**src/rtl/if_fetch_unit_pkg.sv**
```systemverilog
// Shared types and constants for the instruction fetch unit.
package if_fetch_unit_pkg;

  typedef logic [31:0] word_t;

  typedef enum logic [1:0] {
    ST_IDLE = 2'd0,
    ST_WAIT = 2'd1,
    ST_HOLD = 2'd2
  } fetch_state_t;

  localparam word_t NOP_WORD         = 32'h0000_0000;
  localparam word_t DEFAULT_RESET_PC = 32'h0000_0000;

  // Fetch addresses are always word aligned; low bits of a target are ignored.
  function automatic word_t align_word(input word_t addr);
    return addr & 32'hFFFF_FFFC;
  endfunction

endpackage

```
**src/rtl/if_fetch_unit_if.sv**
```systemverilog
// Instruction-memory read port: fetch unit is master, memory is slave.
interface if_fetch_unit_if;
  import if_fetch_unit_pkg::*;

  logic  imem_req;
  word_t imem_addr;
  logic  imem_ack;
  word_t imem_data;

  modport master (output imem_req, output imem_addr, input imem_ack, input imem_data);
  modport slave  (input imem_req, input imem_addr, output imem_ack, output imem_data);

endinterface

```
**src/rtl/if_fetch_unit_pc_reg.sv**
```systemverilog
// Next-fetch PC register with redirect/advance mux and +4 adder; updates one edge after request.
// No backpressure of its own: redirect beats advance, reset beats both.
module fetch_pc_reg
  import if_fetch_unit_pkg::*;
#(
  parameter word_t RESET_PC = DEFAULT_RESET_PC
) (
  input  logic  clk,
  input  logic  reset,
  input  logic  redirect,
  input  word_t redirect_addr,
  input  logic  advance,
  input  word_t base_addr,
  output word_t pc_reg,
  output word_t base_plus4
);

  assign base_plus4 = base_addr + 32'd4;

  always_ff @(posedge clk) begin
    if (reset) begin
      pc_reg <= RESET_PC;
    end else if (redirect) begin
      pc_reg <= align_word(redirect_addr);
    end else if (advance) begin
      pc_reg <= base_plus4;
    end
  end

endmodule

```
**src/rtl/if_fetch_unit.sv**
```systemverilog
// Instruction fetch into IF/ID: one outstanding imem read, word presented the cycle after ack (1 instr / 2 cycles).
// Word is held until load_enable; branch_taken flushes and redirects, dropping any in-flight data.
module if_fetch_unit
  import if_fetch_unit_pkg::*;
#(
  parameter word_t RESET_PC = DEFAULT_RESET_PC
) (
  input  logic            clk,
  input  logic            reset,
  input  logic            load_enable,
  input  logic            branch_taken,
  input  word_t           target_addr,
  if_fetch_unit_if.master imem,
  output word_t           instruction,
  output word_t           pc,
  output word_t           if_pc_plus4,
  output logic            hazard_reset
);

  fetch_state_t state, state_d;
  word_t        req_addr, req_addr_d;
  logic         discard, discard_d;
  word_t        instr_q, instr_d;
  word_t        pc_q, pc_d;
  word_t        pc4_q, pc4_d;
  logic         redirect, advance;
  word_t        pc_reg, req_plus4;

  fetch_pc_reg #(
    .RESET_PC (RESET_PC)
  ) u_pc_reg (
    .clk           (clk),
    .reset         (reset),
    .redirect      (redirect),
    .redirect_addr (target_addr),
    .advance       (advance),
    .base_addr     (req_addr),
    .pc_reg        (pc_reg),
    .base_plus4    (req_plus4)
  );

  always_ff @(posedge clk) begin
    if (reset) begin
      state    <= ST_IDLE;
      req_addr <= RESET_PC;
      discard  <= 1'b0;
      instr_q  <= NOP_WORD;
      pc_q     <= NOP_WORD;
      pc4_q    <= NOP_WORD;
    end else begin
      state    <= state_d;
      req_addr <= req_addr_d;
      discard  <= discard_d;
      instr_q  <= instr_d;
      pc_q     <= pc_d;
      pc4_q    <= pc4_d;
    end
  end

  always_comb begin
    state_d    = state;
    req_addr_d = req_addr;
    discard_d  = discard;
    instr_d    = instr_q;
    pc_d       = pc_q;
    pc4_d      = pc4_q;
    redirect   = branch_taken;
    advance    = 1'b0;

    if (branch_taken) begin
      // With a read still outstanding the address must stay put, so only remember to drop its data.
      if (state == ST_WAIT && !imem.imem_ack) begin
        discard_d = 1'b1;
      end else begin
        state_d    = ST_WAIT;
        req_addr_d = align_word(target_addr);
        discard_d  = 1'b0;
      end
    end else begin
      case (state)
        ST_IDLE: begin
          state_d    = ST_WAIT;
          req_addr_d = pc_reg;
        end
        ST_WAIT: begin
          if (imem.imem_ack) begin
            if (discard) begin
              discard_d  = 1'b0;
              req_addr_d = pc_reg;
            end else begin
              instr_d = imem.imem_data;
              pc_d    = req_addr;
              pc4_d   = req_plus4;
              advance = 1'b1;
              state_d = ST_HOLD;
            end
          end
        end
        ST_HOLD: begin
          if (load_enable) begin
            state_d    = ST_WAIT;
            req_addr_d = pc_reg;
          end
        end
        default: state_d = ST_IDLE;
      endcase
    end
  end

  assign imem.imem_req  = (state == ST_WAIT);
  assign imem.imem_addr = req_addr;

  assign instruction  = (state == ST_HOLD) ? instr_q : NOP_WORD;
  assign pc           = (state == ST_HOLD) ? pc_q    : NOP_WORD;
  assign if_pc_plus4  = (state == ST_HOLD) ? pc4_q   : NOP_WORD;
  assign hazard_reset = branch_taken & ~reset;

endmodule

```
**src/flat_wrapper.sv**
```systemverilog
// flat-port wrapper written by rule: the top's interface ports become plain ports
module if_fetch_unit_flat import if_fetch_unit_pkg::*;
#(
  parameter word_t RESET_PC = DEFAULT_RESET_PC
)
  (clk, reset, load_enable, branch_taken, target_addr, instruction, pc, if_pc_plus4, hazard_reset, imem_imem_req, imem_imem_addr, imem_imem_ack, imem_imem_data);
  if_fetch_unit_if imem_i ();
  input  logic clk;
  input  logic reset;
  input  logic load_enable;
  input  logic branch_taken;
  input  word_t target_addr;
  output word_t instruction;
  output word_t pc;
  output word_t if_pc_plus4;
  output logic hazard_reset;
  output wire logic [$bits(imem_i.imem_req)-1:0] imem_imem_req;
  output wire logic [$bits(imem_i.imem_addr)-1:0] imem_imem_addr;
  input wire logic [$bits(imem_i.imem_ack)-1:0] imem_imem_ack;
  input wire logic [$bits(imem_i.imem_data)-1:0] imem_imem_data;
  assign imem_imem_req = imem_i.imem_req;
  assign imem_imem_addr = imem_i.imem_addr;
  assign imem_i.imem_ack = imem_imem_ack;
  assign imem_i.imem_data = imem_imem_data;
  if_fetch_unit #(.RESET_PC(RESET_PC)) u_core (.clk(clk), .reset(reset), .load_enable(load_enable), .branch_taken(branch_taken), .target_addr(target_addr), .imem(imem_i), .instruction(instruction), .pc(pc), .if_pc_plus4(if_pc_plus4), .hazard_reset(hazard_reset));
endmodule
```
**config.mk**
```make
export PLATFORM = sky130hd
export DESIGN_NAME = if_fetch_unit_flat
export DESIGN_NICKNAME = d
export VERILOG_FILES = /design/src/rtl/if_fetch_unit_pkg.sv /design/src/rtl/if_fetch_unit_if.sv /design/src/rtl/if_fetch_unit_pc_reg.sv /design/src/rtl/if_fetch_unit.sv /design/src/flat_wrapper.sv
export SDC_FILE = /design/constraint.sdc
export NUM_CORES = 1
export LEC_CHECK = 0
export BUFFER_PORTS_ARGS = -buffer_cell sky130_fd_sc_hd__buf_4
export CAP_MARGIN = 25
export CELL_PAD_IN_SITES_DETAIL_PLACEMENT = 1
export CELL_PAD_IN_SITES_GLOBAL_PLACEMENT = 1
export CORE_MARGIN = 5
export CORE_UTILIZATION = 38
export CTS_CLUSTER_DIAMETER = 50
export DETAILED_ROUTE_END_ITERATION = 10
export PLACE_DENSITY_LB_ADDON = 0.3
export REMOVE_ABC_BUFFERS = 1
export SKIP_CTS_REPAIR_TIMING = 1
export SLEW_MARGIN = 10
export SYNTH_ARGS = -nofsm -noshare
export SYNTH_HDL_FRONTEND = slang
export SYNTH_SLANG_ARGS = --single-unit
```
**constraint.sdc**
```tcl
create_clock -name clk -period 2.15 [get_ports clk]
set_input_delay 0.1075 -clock clk [delete_from_list [all_inputs] [get_ports clk]]
set_output_delay 0.1075 -clock clk [all_outputs]
set_load 0.02 [all_outputs]
```
Yosys cells after proc, flatten, opt, wreduce, memory -nomap -nowiden

Cells that the tools add are included.

Output and inout port bits: 130
Register bits after elaboration: 163
Bits in writable memories: 0
Bits in latches: 0
Memories kept: 0
Memory bits (read-only): 0
Word-level logic and storage cells: 57

Bitwise gates (word level): 4
Multipliers: 0
Shifts and indexed selects: 0
Div/mod/pow operators: 0
$lt $le $gt $ge: 0
Reduce and logical (&&, ||, !) cells: 12
Muxes and demuxes: 25
Equality and inequality tests: 7
Add/sub/neg operators: 1

Operator list:

| cell                                                                    | count |
|---|---|
| 32-bit 2-to-1 mux                                                       | 10 |
| 32-bit case mux with 3 select lines                                     | 1 |
| 32-bit by 3-bit adder with 32-bit output, second input constant         | 1 |
| 2-bit 2-to-1 mux                                                        | 5 |
| 1-bit 2-to-1 mux                                                        | 8 |
| 4-bit AND reduction                                                     | 2 |
| 3-bit by 2-bit inequality test with 1-bit output, second input constant | 2 |
| 3-bit inequality test, second input constant                            | 2 |
| 2-bit case mux with 3 select lines                                      | 1 |
| 2-bit nonzero test                                                      | 3 |
| 5-bit AND reduction                                                     | 1 |
| 4-bit nonzero test                                                      | 1 |
| 1-bit inverter                                                          | 3 |
| 2-bit by 1-bit equality test with 1-bit output, second input constant   | 1 |
| 2-bit equality test, second input constant                              | 1 |
| 2-bit zero test                                                         | 1 |
| 2-bit inequality test, second input constant                            | 1 |
| 2-bit AND reduction                                                     | 1 |
| 2-bit OR reduction                                                      | 1 |
| 1-bit bitwise AND                                                       | 1 |
| 1-bit logical AND                                                       | 1 |
| 1-bit zero test                                                         | 1 |

Depth between registers and ports, before layout

Gate-level depths: netlist of the first run.

Word-level depth: 6
Gate-level depth with buffers: 8
Depth with buffers taken out: 6

Cells and area by module

Synthesis of the first run repeated with hierarchy kept, for this count alone.

Cells, all modules: 1001
Area, all modules: 7833.8 um^2

By module, submodules not included:

| module        | cells an instance | area each (um^2) | sequential area each (um^2) | times used |
|---|---|---|---|---|
| if_fetch_unit | 734               | 5704.2           | 2622.5                      | 1 |
| fetch_pc_reg  | 267               | 2129.5           | 640.6                       | 1 |

Worst setup path before layout of the first run

No wires, ideal clock.

Path kind: flip-flop to flip-flop
Start: reg u_core.req_addr[2] (netlist: u_core.imem.imem_addr[2])
End: reg u_core.u_pc_reg.pc_reg[22]
Required time: 2.018 ns
Arrival: 1.903 ns
Setup time: 0.132 ns
Cell stages (with the launch flop): 9
Slack: 0.114 ns
Path buffers: 2
Path through: dfxtp_1 ha_1 and3_1 buf_6 nand4_4 buf_6 o31a_2 o21ai_0 a21oi_1

Cells in the longest elaborated chain, start to end: 3

RTL lines:

| item                                     | RTL line                   | RTL |
|---|---|---|
| from (decl)                              | if_fetch_unit.sv:21        | `word_t req_addr, req_addr_d;` |
| from (signal assigned)                   | if_fetch_unit.sv:52        | `req_addr <= req_addr_d;` |
| 32-bit by 3-bit adder with 32-bit output | if_fetch_unit_pc_reg.sv:18 | `assign base_plus4 = base_addr + 32'd4;` |
| 32-bit 2-to-1 mux                        | if_fetch_unit_pc_reg.sv:25 | `end else if (advance) begin` |
| 32-bit 2-to-1 mux                        | if_fetch_unit_pc_reg.sv:23 | `end else if (redirect) begin` |
| to (signal assigned)                     | if_fetch_unit_pc_reg.sv:24 | `pc_reg <= align_word(redirect_addr);` |
| to (signal assigned)                     | if_fetch_unit_pc_reg.sv:26 | `pc_reg <= base_plus4;` |
| to (decl)                                | if_fetch_unit_pc_reg.sv:14 | `output word_t pc_reg,` |

Every way passes these cells. The select of a mux whose other input is x is not followed.
A chain may end at the register's enable or synchronous reset.

Final worst setup path of the first run

Start: reg u_core.req_addr[7] (netlist: u_core.imem.imem_addr[7])
End: reg u_core.u_pc_reg.pc_reg[21]

The elaborated chain is that of the path after synthesis.

==> results of run 1 <==
## worst max-delay path: stages (launching register included)
cell                      delay, ns
sky130_fd_sc_hd__dfxtp_1       0.46
sky130_fd_sc_hd__and3_2        0.32
sky130_fd_sc_hd__nand4_1       0.17
sky130_fd_sc_hd__buf_4         0.22
sky130_fd_sc_hd__o31a_2        0.31
sky130_fd_sc_hd__o21ai_0       0.27
sky130_fd_sc_hd__a21oi_1       0.11
## power groups by stage
stage               sequential (mW)  combinational (mW)  clock [mW]
global route                   3.28                1.15        2.98
finish                         3.26                1.05        2.75
floorplan                      3.39               0.392           0
detailed placement             3.32               0.989           0
global placement               3.32               0.960           0
CTS                            3.26               0.997        2.82
## final timing paths
check	from	endpoint	slack, ns	depth (start not counted)
worst min register to register	u_core.pc4_q[12]	u_core.pc4_q[12]	0.44	2
worst max register to register	u_core.imem.imem_addr[7]	u_core.u_pc_reg.pc_reg[21]	0.17	6
worst max-delay path	u_core.imem.imem_addr[7]	u_core.u_pc_reg.pc_reg[21]	0.17	6
worst min-delay path	imem_imem_ack	u_core.discard	0.007	4
## stage by stage
step           util, %  cells  total power [mW]  instance area, um^2
2_1_floorplan        -    820              3.78                 6940
3_3_place_gp      48.6   1294              4.28                 9120
3_5_place_dp      48.7   1295              4.31                 9130
4_1_cts           51.5   1327              7.08                 9660
5_1_grt           53.6   1367              7.41                10100
6_report          53.6   1367              7.06                10100
## final cells by class
type	instances	share of cell area [%]
clock buffers	24	4.69
clock inverters	8	0.559
inverters	7	0.261
multi-input cells	652	36.9
flip-flops and latches	161	32.0
well taps	234	2.91
repair buffers	281	22.6
## layer usage
metal  global-route usage [%]  up-vias  part of all wire [%]
li1                         -     3485                     -
met4                     4.57        0                  0.71
met2                     35.1      146                    50
met5                        0        -                     0
met1                     26.5     3389                    45
met3                     5.27       14                   5.1
## cells in the final DEF (no fill, tap or decap), types with 4 or more instances in the layout
master	n
sky130_fd_sc_hd__nor2b_1	5
sky130_fd_sc_hd__nor2_1	78
sky130_fd_sc_hd__a311oi_1	8
sky130_fd_sc_hd__inv_1	7
sky130_fd_sc_hd__a211oi_1	45
sky130_fd_sc_hd__and3_1	4
sky130_fd_sc_hd__nand2b_1	11
sky130_fd_sc_hd__buf_4	234
sky130_fd_sc_hd__o22ai_1	11
sky130_fd_sc_hd__nand3_1	12
sky130_fd_sc_hd__a22oi_1	18
sky130_fd_sc_hd__dlygate4sd3_1	40
sky130_fd_sc_hd__clkbuf_16	17
sky130_fd_sc_hd__and2_1	95
sky130_fd_sc_hd__a211o_1	4
sky130_fd_sc_hd__buf_12	5
sky130_fd_sc_hd__xor2_1	6
sky130_fd_sc_hd__nor3_1	8
sky130_fd_sc_hd__o21ai_0	7
sky130_fd_sc_hd__nor4_1	5
sky130_fd_sc_hd__clkbuf_1	5
sky130_fd_sc_hd__nand2_1	162
sky130_fd_sc_hd__dfxtp_1	161
sky130_fd_sc_hd__a21oi_1	94
sky130_fd_sc_hd__nand4_1	6
sky130_fd_sc_hd__xnor2_1	19
sky130_fd_sc_hd__mux2i_1	24
## cell families after synthesis
family | Yosys count
adders and majority gates | 1
DFF | 161
AOI/OAI and AO/OA | 196
muxes | 24
xor gates and xnor gates | 25
and+or+nand+nor | 406
buffers and inverters | 86
## cell usage after synthesis, types with 2 or more instances
cell / count / area share, %
sky130_fd_sc_hd__xnor2_1: 19 / 2.3
sky130_fd_sc_hd__nand3b_1: 2 / 0.21
sky130_fd_sc_hd__and4_1: 3 / 0.36
sky130_fd_sc_hd__mux2i_1: 24 / 3.3
sky130_fd_sc_hd__xor2_1: 6 / 0.72
sky130_fd_sc_hd__inv_1: 7 / 0.36
sky130_fd_sc_hd__nor3_1: 8 / 0.55
sky130_fd_sc_hd__a211oi_1: 45 / 4.6
sky130_fd_sc_hd__nor2b_1: 6 / 0.52
sky130_fd_sc_hd__or3_1: 3 / 0.26
sky130_fd_sc_hd__dfxtp_1: 161 / 44
sky130_fd_sc_hd__o21ai_0: 7 / 0.48
sky130_fd_sc_hd__o22ai_1: 11 / 0.95
sky130_fd_sc_hd__a22oi_1: 18 / 1.9
sky130_fd_sc_hd__a21oi_1: 94 / 6.5
sky130_fd_sc_hd__buf_1: 6 / 0.31
sky130_fd_sc_hd__nor4_1: 6 / 0.52
sky130_fd_sc_hd__buf_4: 4 / 0.41
sky130_fd_sc_hd__o31a_2: 3 / 0.41
sky130_fd_sc_hd__o221ai_1: 2 / 0.24
sky130_fd_sc_hd__nand4_1: 6 / 0.52
sky130_fd_sc_hd__a311oi_1: 8 / 0.96
sky130_fd_sc_hd__and3_1: 4 / 0.34
sky130_fd_sc_hd__buf_2: 7 / 0.48
sky130_fd_sc_hd__nor2_1: 79 / 4.1
sky130_fd_sc_hd__nand2_1: 162 / 8.4
sky130_fd_sc_hd__buf_6: 2 / 0.31
sky130_fd_sc_hd__a211o_1: 4 / 0.48
sky130_fd_sc_hd__nand2b_1: 12 / 1.0
sky130_fd_sc_hd__nand3_1: 12 / 0.82
sky130_fd_sc_hd__and2_1: 95 / 8.2
sky130_fd_sc_hd__clkbuf_1: 59 / 3.0
==> results.md, run 1 <==
- The largest net degree at the start of global routing is 69.
- Summed over all layers, the global routing overflow is 0.
- The synthesized netlist devotes 0.172% of its cell area to adder and majority cells.
- The filler cell count in the final layout is 2,244.
- The number of maximum-capacitance constraint violations is 0.
- The count of port buffers added during placement is 196.
- Of all nets on the critical path, the largest fanout is 7.
- In this run the power spent charging and discharging nets is 1.91 mW.
- The detailed-route wire length per cell is 17.4 um.
- The number of nets in the final layout is 1,190.
- The mux cell area share after synthesis is 3.30%.
- Summed over all nets, the half-perimeter wirelength after detailed placement is 16,200 um.
- The count of routing violations after the opening detailed-route iteration is 239.
- The clock skew after layout is 0.0101 ns.
- The share of final-layout standard cells stronger than drive strength 1 is 25.1%.
- After routing, the total negative slack on setup checks comes to 0 ns.
- The number of standard-cell rows in the floorplan is 50.
- Combinational logic is responsible for 14.8% of the overall power.
- In this run the standard cell core region covers 18,800 um^2.
- The final layout contains routed wiring with a total length of 23,800 um.
- The area occupied by multi-input gates is 3720 um^2.
- The predominant post-synthesis flop cell is sky130_fd_sc_hd__dfxtp_1.
- Pin placement for this block handled 199 I/O pins.
- The global-route wire length before repair is 36,900 um.
- Synthesis produced a netlist whose cell count is 899.
- The clock network power share is 39.0%.
- Once detail routing completed, the nets flagged for antenna violations numbered 0.
- The count of flip-flops with a built-in enable after synthesis is 0.
- The register area share after synthesis is 44.3%.
- The die height is 148 um.
- Dividing the detail-routed via count by the number of cells gives 5.15.
- The min-delay analysis places its worst path in the category in2reg.
- The horizontal die dimension is 148 um.
- The clock latency of the later-clocked register in the worst-skew pair is 0.42 ns.
- The peak supply drop is 0.000525 V.
- The number of clock buffers inserted by TritonCTS is 17.
- The synthesized-area fraction occupied by xor and xnor cells is 3.01%.
- Counting distinct cell types in the post-synthesis netlist gives 46.
- The TritonCTS clock tree is built.
- The hold violation count in the final report is 0.
- The final worst-path cycle share is 92.1%.
- The type of element launching the critical path is a flip-flop.
- The count of H-tree levels built during CTS is 4.
- The proportion of synthesized flip-flops having asynchronous set or reset is 0%.
- Each instance of the synthesized netlist takes up on average 8.10 um^2.
- The post-layout worst setup margin is 0.169 ns.
- The required time reported for the critical path endpoint is 2.44 ns.
- The final antenna diode count is 0.
- The critical path is of the reg2reg type.
- The pin slew with the least headroom to its limit is 0.602 ns.
- The fraction of the mapped netlist area in simple logic gates is 27.1%.
- The initial antenna violation count is 0.
- Clock-pin slew was measured on the worst setup and hold paths at 0.07 ns.
- The clock passes through at most 2 buffers.
- The library cell used as clock root buffer is sky130_fd_sc_hd__clkbuf_16.
- The growth of design area from synthesis to finish is 38.2%.
- STA classifies the critical path endpoint as a flip-flop.
- The starting density of the core is 38.8%.
- Net switching is 27.1% of the power.
- The final hold slack is 0.00674 ns.
- The count of final max-slew check failures is 0.
- The register bit total from synthesis is 161.
- The internal power of the cells totals 5.15 mW.
- The via count of the first global-routing pass was 7,107.
- The peak clock frequency supported by timing is 0.505 GHz.
- In this run the cell area of the synthesized design comes to 7280 um^2.
- The congestion estimate from routability-driven global placement came to 0.727.
- The worst slew margin relative to its limit is 59.7%.
- The sequential power share is 46.2%.
- The clock drives 161 sinks.
- The residual DRC count is 0.
- In the global route stage, overall resource usage came out at 20.6%.
- The die covers 22,000 um^2.
- The setup-violating endpoint count in the final report is 0.
- The clock period could shrink to 1.98 ns.
- The register cell area after layout is 3220 um^2.
- The main combinational cell family by area after synthesis is simple AND/OR/NAND/NOR gates.
- Summing the areas of all compound-gate instances in the mapped netlist gives 17.0% of the synthesized area.
- The run finished with clean final reports.
- The pre-antenna-repair detailed-routing pass consisted of 4 iterations.
- The Yosys step of the flow raised 0 warnings.
- Summed over all cells, the static leakage comes to 4.13 nW.
- Prior to clock tree synthesis, the placed netlist has a worst setup slack of 0.176 ns.
- The number of vias in the routed layout is 7,034.
- At the worst endpoint, the arrival time is 2.27 ns.
- The power density over the cells is 701 nW/um^2.
(Power assumes the default switching activity.)
==> run 2: changes to the inputs <==
--- a/config.mk
+++ b/config.mk
@@ -5,12 +5,13 @@
 export SDC_FILE = /design/constraint.sdc
 export NUM_CORES = 1
 export LEC_CHECK = 0
+export ABC_AREA = 1
 export BUFFER_PORTS_ARGS = -buffer_cell sky130_fd_sc_hd__buf_4
 export CAP_MARGIN = 25
 export CELL_PAD_IN_SITES_DETAIL_PLACEMENT = 1
 export CELL_PAD_IN_SITES_GLOBAL_PLACEMENT = 1
 export CORE_MARGIN = 5
-export CORE_UTILIZATION = 38
+export CORE_UTILIZATION = 36
 export CTS_CLUSTER_DIAMETER = 50
 export DETAILED_ROUTE_END_ITERATION = 10
 export PLACE_DENSITY_LB_ADDON = 0.3
==> results.md, run 2 <==
- The via count of the first global-routing pass came to 7,502.
- The worst slew margin relative to its limit is 43.6%.
- For the worst-skew pair, the clock arrives at the later sink with an insertion delay of 0.42 ns.
- The checks that failed: hold timing.
- Data on the critical path is required at its endpoint by 2.50 ns.
- The register area share after synthesis is 44.4%.
- A synthesized cell averages 6.78 um^2.
- The worst reg2reg path endpoint is u_core.u_pc_reg.pc_reg[24].
- The synthesized design contains 161 register bits.
- The predominant post-synthesis flop cell is sky130_fd_sc_hd__dfxtp_1.
- The routed layout has 7,468 vias.
- After layout, the worst path uses 86.1% of the clock period.
- Once the floorplan was initialized, standard cells occupied 36.2% of the core.
- The worst register-to-register path has a depth of 9.
- The initial antenna violation count was 0.
- In the routed layout, each cell is associated on average with a via count of 4.89.
- The routed design has 23,900 um of wire.
- For this run, design rule violations remaining after detail routing come to 0.
- The synthesized-area fraction occupied by adder cells is 0.172%.
- Yosys instantiated no cell more often than sky130_fd_sc_hd__nand2_1.
- The final total negative setup slack is 0 ns.
- The number of nets in the final layout is 1,315.
- In this run the count of I/O pins placed on the die edge is 199.
- The final weighted congestion in routability-driven placement is 0.803.
- The synthesized-area fraction occupied by xor and xnor cells is 0.362%.
- The CTS clock-pin slew for the worst setup and hold paths is 0.06 ns.
- The layout has 2,622 filler cells.
- The proportion of synthesized flip-flops having asynchronous set or reset is 0%.
- The count of routing violations after the opening detailed-route iteration is 316.
- At the pin with the least slew margin, the transition time is 0.844 ns.
- The tool flagged a number of max-cap violations equal to 0.
- The critical path in this run is classified as reg2reg.
- In this run the biggest area consumer among cell types represents 44.4% of the synthesized area.
- In this run the tool buffered the top-level ports with 196 buffer cells.
- The worst-case IR drop observed on VDD is 0.000489 V.
- The fraction of the mapped netlist area in simple logic gates is 22.9%.
- The netlist area before placement is 7260 um^2.
- The run finished, with violations left.
- The count of final max-slew check failures is 0.
- The share of the core filled with cells is 48.4%.
- The complex-gate fraction of the synthesized area is 20.6%.
- Clock tree synthesis selected as its root buffer the cell sky130_fd_sc_hd__clkbuf_16.
- The worst-case register-to-register setup slack is 0.30 ns.
- By area, the combinational part of the netlist is dominated by simple AND/OR/NAND/NOR gates.
- The register cell area after layout is 3220 um^2.
- After synthesis, the netlist uses 31 different library cells.
- Based on the critical path, the design can be clocked at up to 0.540 GHz.
- The startpoint of the most critical register-to-register path is u_core.imem.imem_addr[3].
- In the final layout, the multi-input gates occupy 3210 um^2.
- Entering global routing, the biggest net connects 96 pins.
- The count of H-tree levels built during CTS is 4.
- STA puts the critical path data arrival time at 2.20 ns.
- Detailed placement finished with a half-perimeter wire length of 16,300 um.
- The all-layer global routing usage is 19.9%.
- The share of final-layout standard cells stronger than drive strength 1 is 20.6%.
- The endpoint class of the critical path is a flip-flop.
- After technology mapping, the gate count stands at 1,070.
- The number of sinks handled by clock tree synthesis is 161.
- TritonCTS built the clock tree.
- Counting the buffers created by CTS gives 17.
- The remaining antenna violation count is 0.
- The startpoint of the worst setup timing path is u_core.imem.imem_addr[3].
- The top cell types in the final layout, fill and taps aside, are sky130_fd_sc_hd__nand2_1 (224), sky130_fd_sc_hd__buf_4 (202), sky130_fd_sc_hd__dfxtp_1 (161).
- The growth of design area from synthesis to finish is 33.7%.
- The shortest period the worst path allows is 1.85 ns.
- The core footprint is 20,000 um^2.
- The most common cell after layout, fill and taps aside is sky130_fd_sc_hd__nand2_1.
- The top cell type by total area after synthesis is sky130_fd_sc_hd__dfxtp_1.
- Counting flops with a built-in enable in the synthesized netlist gives 0.
- The final antenna diode count is 0.
- After detailed routing, the average wire length per cell comes to 15.6 um.
- The min-delay analysis places its worst path in the category in2reg.
- Of all nets on the critical path, the largest fanout is 6.
- In this run the worst setup path terminates at u_core.u_pc_reg.pc_reg[24].
- Final hold analysis gives a worst-case slack of -0.0375 ns.
- After synthesis, the most frequently instantiated cells are sky130_fd_sc_hd__nand2_1 (225), sky130_fd_sc_hd__dfxtp_1 (161), sky130_fd_sc_hd__a21oi_1 (148).
- In this run the power density over the cells is 761 nW/um^2.
- The count of warnings emitted by yosys is 0.
- The floorplan step defined a die boundary enclosing 23,100 um^2.
- The hold violation count in the final report is 19.
- Global routing finished with a remaining overflow of 0.
- The die is 152 um tall.
- The floorplan has 52 rows.
- The first global-routing pass estimated 38,200 um of wire.
- Setup violations remaining at the end of the flow were counted as 0.
- Ranked by total cell area, the synthesized netlist is headed by sky130_fd_sc_hd__dfxtp_1 (44%), sky130_fd_sc_hd__nand2_1 (12%), sky130_fd_sc_hd__a21oi_1 (10%).
- No sink is reached through more buffers than the 2 on the longest clock path.
- The type of element launching the critical path is a flip-flop.
- The clock skew after layout is 0.00624 ns.
- Setup repair after global routing left no endpoint under its margin.
- The detailed-router iteration count before antenna repair is 4.
- For this design the static power due to leakage is 3.97 nW.
- The horizontal die dimension is 152 um.
- The mux cell area share after synthesis is 0%.
## run 2: changes by cell type after synthesis, moves of 16 or more
cell	change
sky130_fd_sc_hd__inv_1	+129
sky130_fd_sc_hd__and2_1	-92
sky130_fd_sc_hd__o21ai_0	+67
sky130_fd_sc_hd__nand2_1	+63
sky130_fd_sc_hd__nor2_1	+55
sky130_fd_sc_hd__a21oi_1	+54
sky130_fd_sc_hd__a211oi_1	-44
sky130_fd_sc_hd__clkbuf_1	-28
sky130_fd_sc_hd__o21ai_1	+27
sky130_fd_sc_hd__mux2i_1	-24
sky130_fd_sc_hd__nand3_1	+23
sky130_fd_sc_hd__xnor2_1	-19
sky130_fd_sc_hd__o21a_1	+18
sky130_fd_sc_hd__a22oi_1	-16
## run 2: metal layers
layer	global-route usage [%]	share of wire [%]
met3	4.18	4.2
met1	26.3	48
met2	33.6	47
met4	4.75	0.94
met5	0	0
## run 2: worst min path at each step
stage	depth (start not counted)	end	from	slack, ns
floorplan	1	u_core.pc4_q[0]	reset	0.18
global placement	3	u_core.instr_q[8]	imem_imem_data[8]	0.39
finish	3	u_core.instr_q[8]	imem_imem_data[8]	-0.04
global route	3	u_core.instr_q[8]	imem_imem_data[8]	0.0001
detailed placement	3	u_core.instr_q[8]	imem_imem_data[8]	0.40
CTS	3	u_core.instr_q[8]	imem_imem_data[8]	-0.05
## run 2: cell families after synthesis
family / Yosys count
compound gates: 284
buf+inv: 208
xor+xnor: 3
simple gates: 413
fa+ha+maj: 1
flops: 161
## run 2: critical path, cell delays in order (launching register included)
cell	delay, ns
sky130_fd_sc_hd__dfxtp_1	0.42
sky130_fd_sc_hd__ha_1	0.19
sky130_fd_sc_hd__nand2_1	0.09
sky130_fd_sc_hd__nor2_2	0.25
sky130_fd_sc_hd__nand2_1	0.17
sky130_fd_sc_hd__nor2_1	0.25
sky130_fd_sc_hd__nand2_1	0.08
sky130_fd_sc_hd__nand2_1	0.06
sky130_fd_sc_hd__nand3_1	0.10
sky130_fd_sc_hd__a21oi_1	0.15
## run 2: cell type report
class	instances	area share, %
Sequential cell	161	33.2
Clock buffer	23	4.93
Timing Repair Buffer	223	18.5
Inverter	141	5.45
Multi-Input combinational cell	701	33.1
Tap cell	270	3.48
Clock inverter	9	1.33
## run 2: report_power, final
group	internal, mW	total, mW	switching (mW)
sequential	3.16	3.30	0.142
combinational	0.378	0.940	0.563
clock	1.92	3.15	1.23
## run 2: through the flow
step / instance area, um^2 / worst slack [ns] / power [mW] / cells
detailed placement: 8960 / 0.292 / 4.29 / 1482
CTS: 9560 / 0.256 / 7.46 / 1514
finish: 9700 / 0.299 / 7.39 / 1528
global placement: 8960 / 0.374 / 4.26 / 1482
floorplan: 6950 / -1.29 / 3.82 / 1003
global route: 9700 / 0.0723 / 7.74 / 1528
==> run 3: changes to the inputs <==
--- a/config.mk
+++ b/config.mk
@@ -8,10 +8,10 @@
 export ABC_AREA = 1
 export BUFFER_PORTS_ARGS = -buffer_cell sky130_fd_sc_hd__buf_4
 export CAP_MARGIN = 25
-export CELL_PAD_IN_SITES_DETAIL_PLACEMENT = 1
-export CELL_PAD_IN_SITES_GLOBAL_PLACEMENT = 1
+export CELL_PAD_IN_SITES_DETAIL_PLACEMENT = 2
+export CELL_PAD_IN_SITES_GLOBAL_PLACEMENT = 2
 export CORE_MARGIN = 5
-export CORE_UTILIZATION = 36
+export CORE_UTILIZATION = 28
 export CTS_CLUSTER_DIAMETER = 50
 export DETAILED_ROUTE_END_ITERATION = 10
 export PLACE_DENSITY_LB_ADDON = 0.3
==> results.md, run 3 (synthesis results as in run 2) <==
- The count of final max-slew check failures was 0.
- The peak clock frequency supported by timing is 0.543 GHz.
- After detailed routing, the average wire length per cell comes to 16.6 um.
- The starting density of the core is 28.2%.
- For this run, the slowest stage of the critical path takes 0.41 ns.
- On the critical path the largest part of the delay comes from simple AND/OR/NAND/NOR gates.
- Setup violations remaining at the end of the flow were counted as 0.
- The maximum fanout along the worst path is 6.
- After detailed routing, the number of remaining DRC violations is 0.
- No sink is reached through more buffers than the 2 on the longest clock path.
- In this run the horizontal extent of the chip is 171 um.
- The number of maximum-capacitance constraint violations is 0.
- Traced cell by cell, the critical path runs through ha_1 -> nand2_1 -> nor2_4 -> nand2_2 -> nor2_1 -> nand3_1 -> nand3_1 -> a21oi_1.
- The worst pin sits at a relative slew slack of 39.6%.
- The number of cells on the worst reg-to-reg path is 8.
- Row generation in the floorplan step produced 59 rows.
- The final hold slack is -0.0266 ns.
- The post-layout instance area is 9800 um^2.
- The TritonCTS clock tree is built.
- At the pin with the least slew margin, the transition time is 0.903 ns.
- The I/O pin count is 199.
- Once detailed placement completed, the half-perimeter wirelength came to 18,300 um.
- Setup repair after global routing left no endpoint under its margin.
- The number of buffer and inverter stages on the critical path is 0.
- The library cell used most frequently in the layout, excluding fill and tap cells, is sky130_fd_sc_hd__nand2_1.
- Summed over all layers, the global routing overflow is 0.
- The floorplan step defined a die boundary enclosing 29,200 um^2.
- The routed design has 26,600 um of wire.
- The clock latency of the later-clocked register in the worst-skew pair is 0.43 ns.
- The worst reg2reg path endpoint is u_core.pc4_q[30].
- The power density over the cells is 728 nW/um^2.
- The initial antenna violation count came to 0.
- The first global-routing pass estimated 42,100 um of wire.
- The path class of the tightest hold or removal check is in2reg.
- 0 antenna diodes ended up in the layout.
- In this run the worst setup path begins at u_core.imem.imem_addr[3].
- The via count of the first global-routing pass is 7,962.
- The run finished, with violations left.
- The post-route non-filler standard cell count is 1,601.
- The hold violation count in the final report was 16.
- The endpoint of the worst setup timing path is u_core.pc4_q[30].
- The clock skew after layout is 0.0125 ns.
- Global routing consumed, on the met1 layer, 23.3% of the routing resources.
- For this design the static power due to leakage is 3.97 nW.
- The clock drives 161 sinks.
- Of the cells placed in the final design, the portion with a size suffix greater than 1 is 20.9%.
- The worst path uses 85.6% of the clock period.
- The final weighted congestion in routability-driven placement is 0.751.
- The required time reported for the critical path endpoint is 2.45 ns.
- The region available for standard cell placement spans 25,800 um^2.
- Counting the fill cells in the layout gives 3,096.
- The shortest period the worst path allows is 1.84 ns.
- After clock tree synthesis, the clock-pin slew on the worst setup and hold paths is 0.07 ns.
- CTS built an H-tree with a depth of 4.
- The library cell used as clock root buffer is sky130_fd_sc_hd__clkbuf_16.
- The growth of design area from synthesis to finish is 35.0%.
- The number of vias in the routed layout is 7,547.
- The signal arrival time at the worst endpoint is 2.14 ns.
- The routing usage on met2 is 31.4%.
- The met3 usage in global routing is 3.07%.
- The type of the setup path with the least slack is reg2reg.
- Among the stages of the critical path, the cell type that occurs most often is sky130_fd_sc_hd__nand3_1.
- The remaining antenna violation count is 0.
- Leaving out fill and tap cells, the most frequent cells in the layout are sky130_fd_sc_hd__nand2_1 (224), sky130_fd_sc_hd__buf_4 (206), sky130_fd_sc_hd__dfxtp_1 (161).
- STA classifies the critical path startpoint as a flip-flop.
- The count of port buffers added during placement is 196.
- In this run the number of cells on the critical path is 8.
- Setup slack on the worst reg-to-reg path comes out at 0.31 ns.
- The sequential cells in the finished layout cover a total of 3220 um^2.
- The share of the core filled with cells is 38.0%.
- After the last flow step, the layout net total stands at 1,323.
- The worst setup path is captured at a flip-flop.
- The pre-antenna-repair detailed-routing pass consisted of 4 iterations.
- After detailed routing, the number of vias per cell comes to 4.71.
- The checks that failed: hold timing.
- The slowest stage of the critical path is the sky130_fd_sc_hd__dfxtp_1 cell.
- The worst register-to-register path begins at u_core.imem.imem_addr[3].
- The die height is 171 um.
- For this block, the initial DRC count from the detailed router was 260.
- The number of placed instances, taps included, is 1,551.
- Global routing used 17.9% of the available tracks across all layers.
- The global routing stage identified its most utilized layer as met2.
- In the final layout, the multi-input gates occupy 3220 um^2.
- The post-placement cell area is 9070 um^2.
- The number of clock buffers inserted by TritonCTS is 17.
- The largest net degree at the start of global routing is 103.
- IR analysis of the VDD net gives a maximum drop of 0.000351 V.
## run 3: layout make-up
cell class	count	share of cell area, %
Sequential cell	161	32.9
Multi-Input combinational cell	701	32.8
Timing Repair Buffer	231	19.0
Inverter	141	5.40
Clock buffer	19	4.52
Tap cell	335	4.28
Clock inverter	13	1.07
## run 3: power breakdown
group,leakage [nW],internal [mW],switching (mW)
registers,1.32,3.16,0.138
logic,2.39,0.389,0.591
clock network,0.262,1.53,1.34
total,3.97,5.07,2.07
## run 3: metrics by stage
stage	setup TNS (ns)	total power [mW]	setup slack (ns)
6_report	0	7.14	0.309
5_1_grt	0	7.51	0.0858
4_1_cts	0	7.24	0.198
3_5_place_dp	0	4.33	0.210
3_3_place_gp	0	4.29	0.313
2_1_floorplan	-176.21	3.82	-1.29
## run 3: layer usage
| layer | vias to the layer above | routed length, um |
|---|---|---|
| met2 | 142 | 12800 |
| li1 | 3747 | - |
| met5 | - | 0 |
| met4 | 0 | 201 |
| met3 | 16 | 1020 |
| met1 | 3642 | 12600 |
## run 3: how the worst min path moves through the flow
| stage | start | to | slack, ns | depth (start not counted) |
|---|---|---|---|---|
| floorplan | reset | u_core.pc4_q[0] | 0.18 | 1 |
| global placement | imem_imem_data[8] | u_core.instr_q[8] | 0.39 | 3 |
| detailed placement | imem_imem_data[25] | u_core.instr_q[25] | 0.40 | 3 |
| CTS | imem_imem_data[23] | u_core.instr_q[23] | -0.05 | 3 |
| global route | target_addr[3] | u_core.u_pc_reg.pc_reg[3] | 0.003 | 3 |
| finish | imem_imem_data[4] | u_core.instr_q[4] | -0.03 | 3 |
## run 3: tightest hold or removal path, delay by kind of cell
kind | cells | cell delay [ns]
buf+inv | 1 | 0.07
compound gates | 2 | 0.18
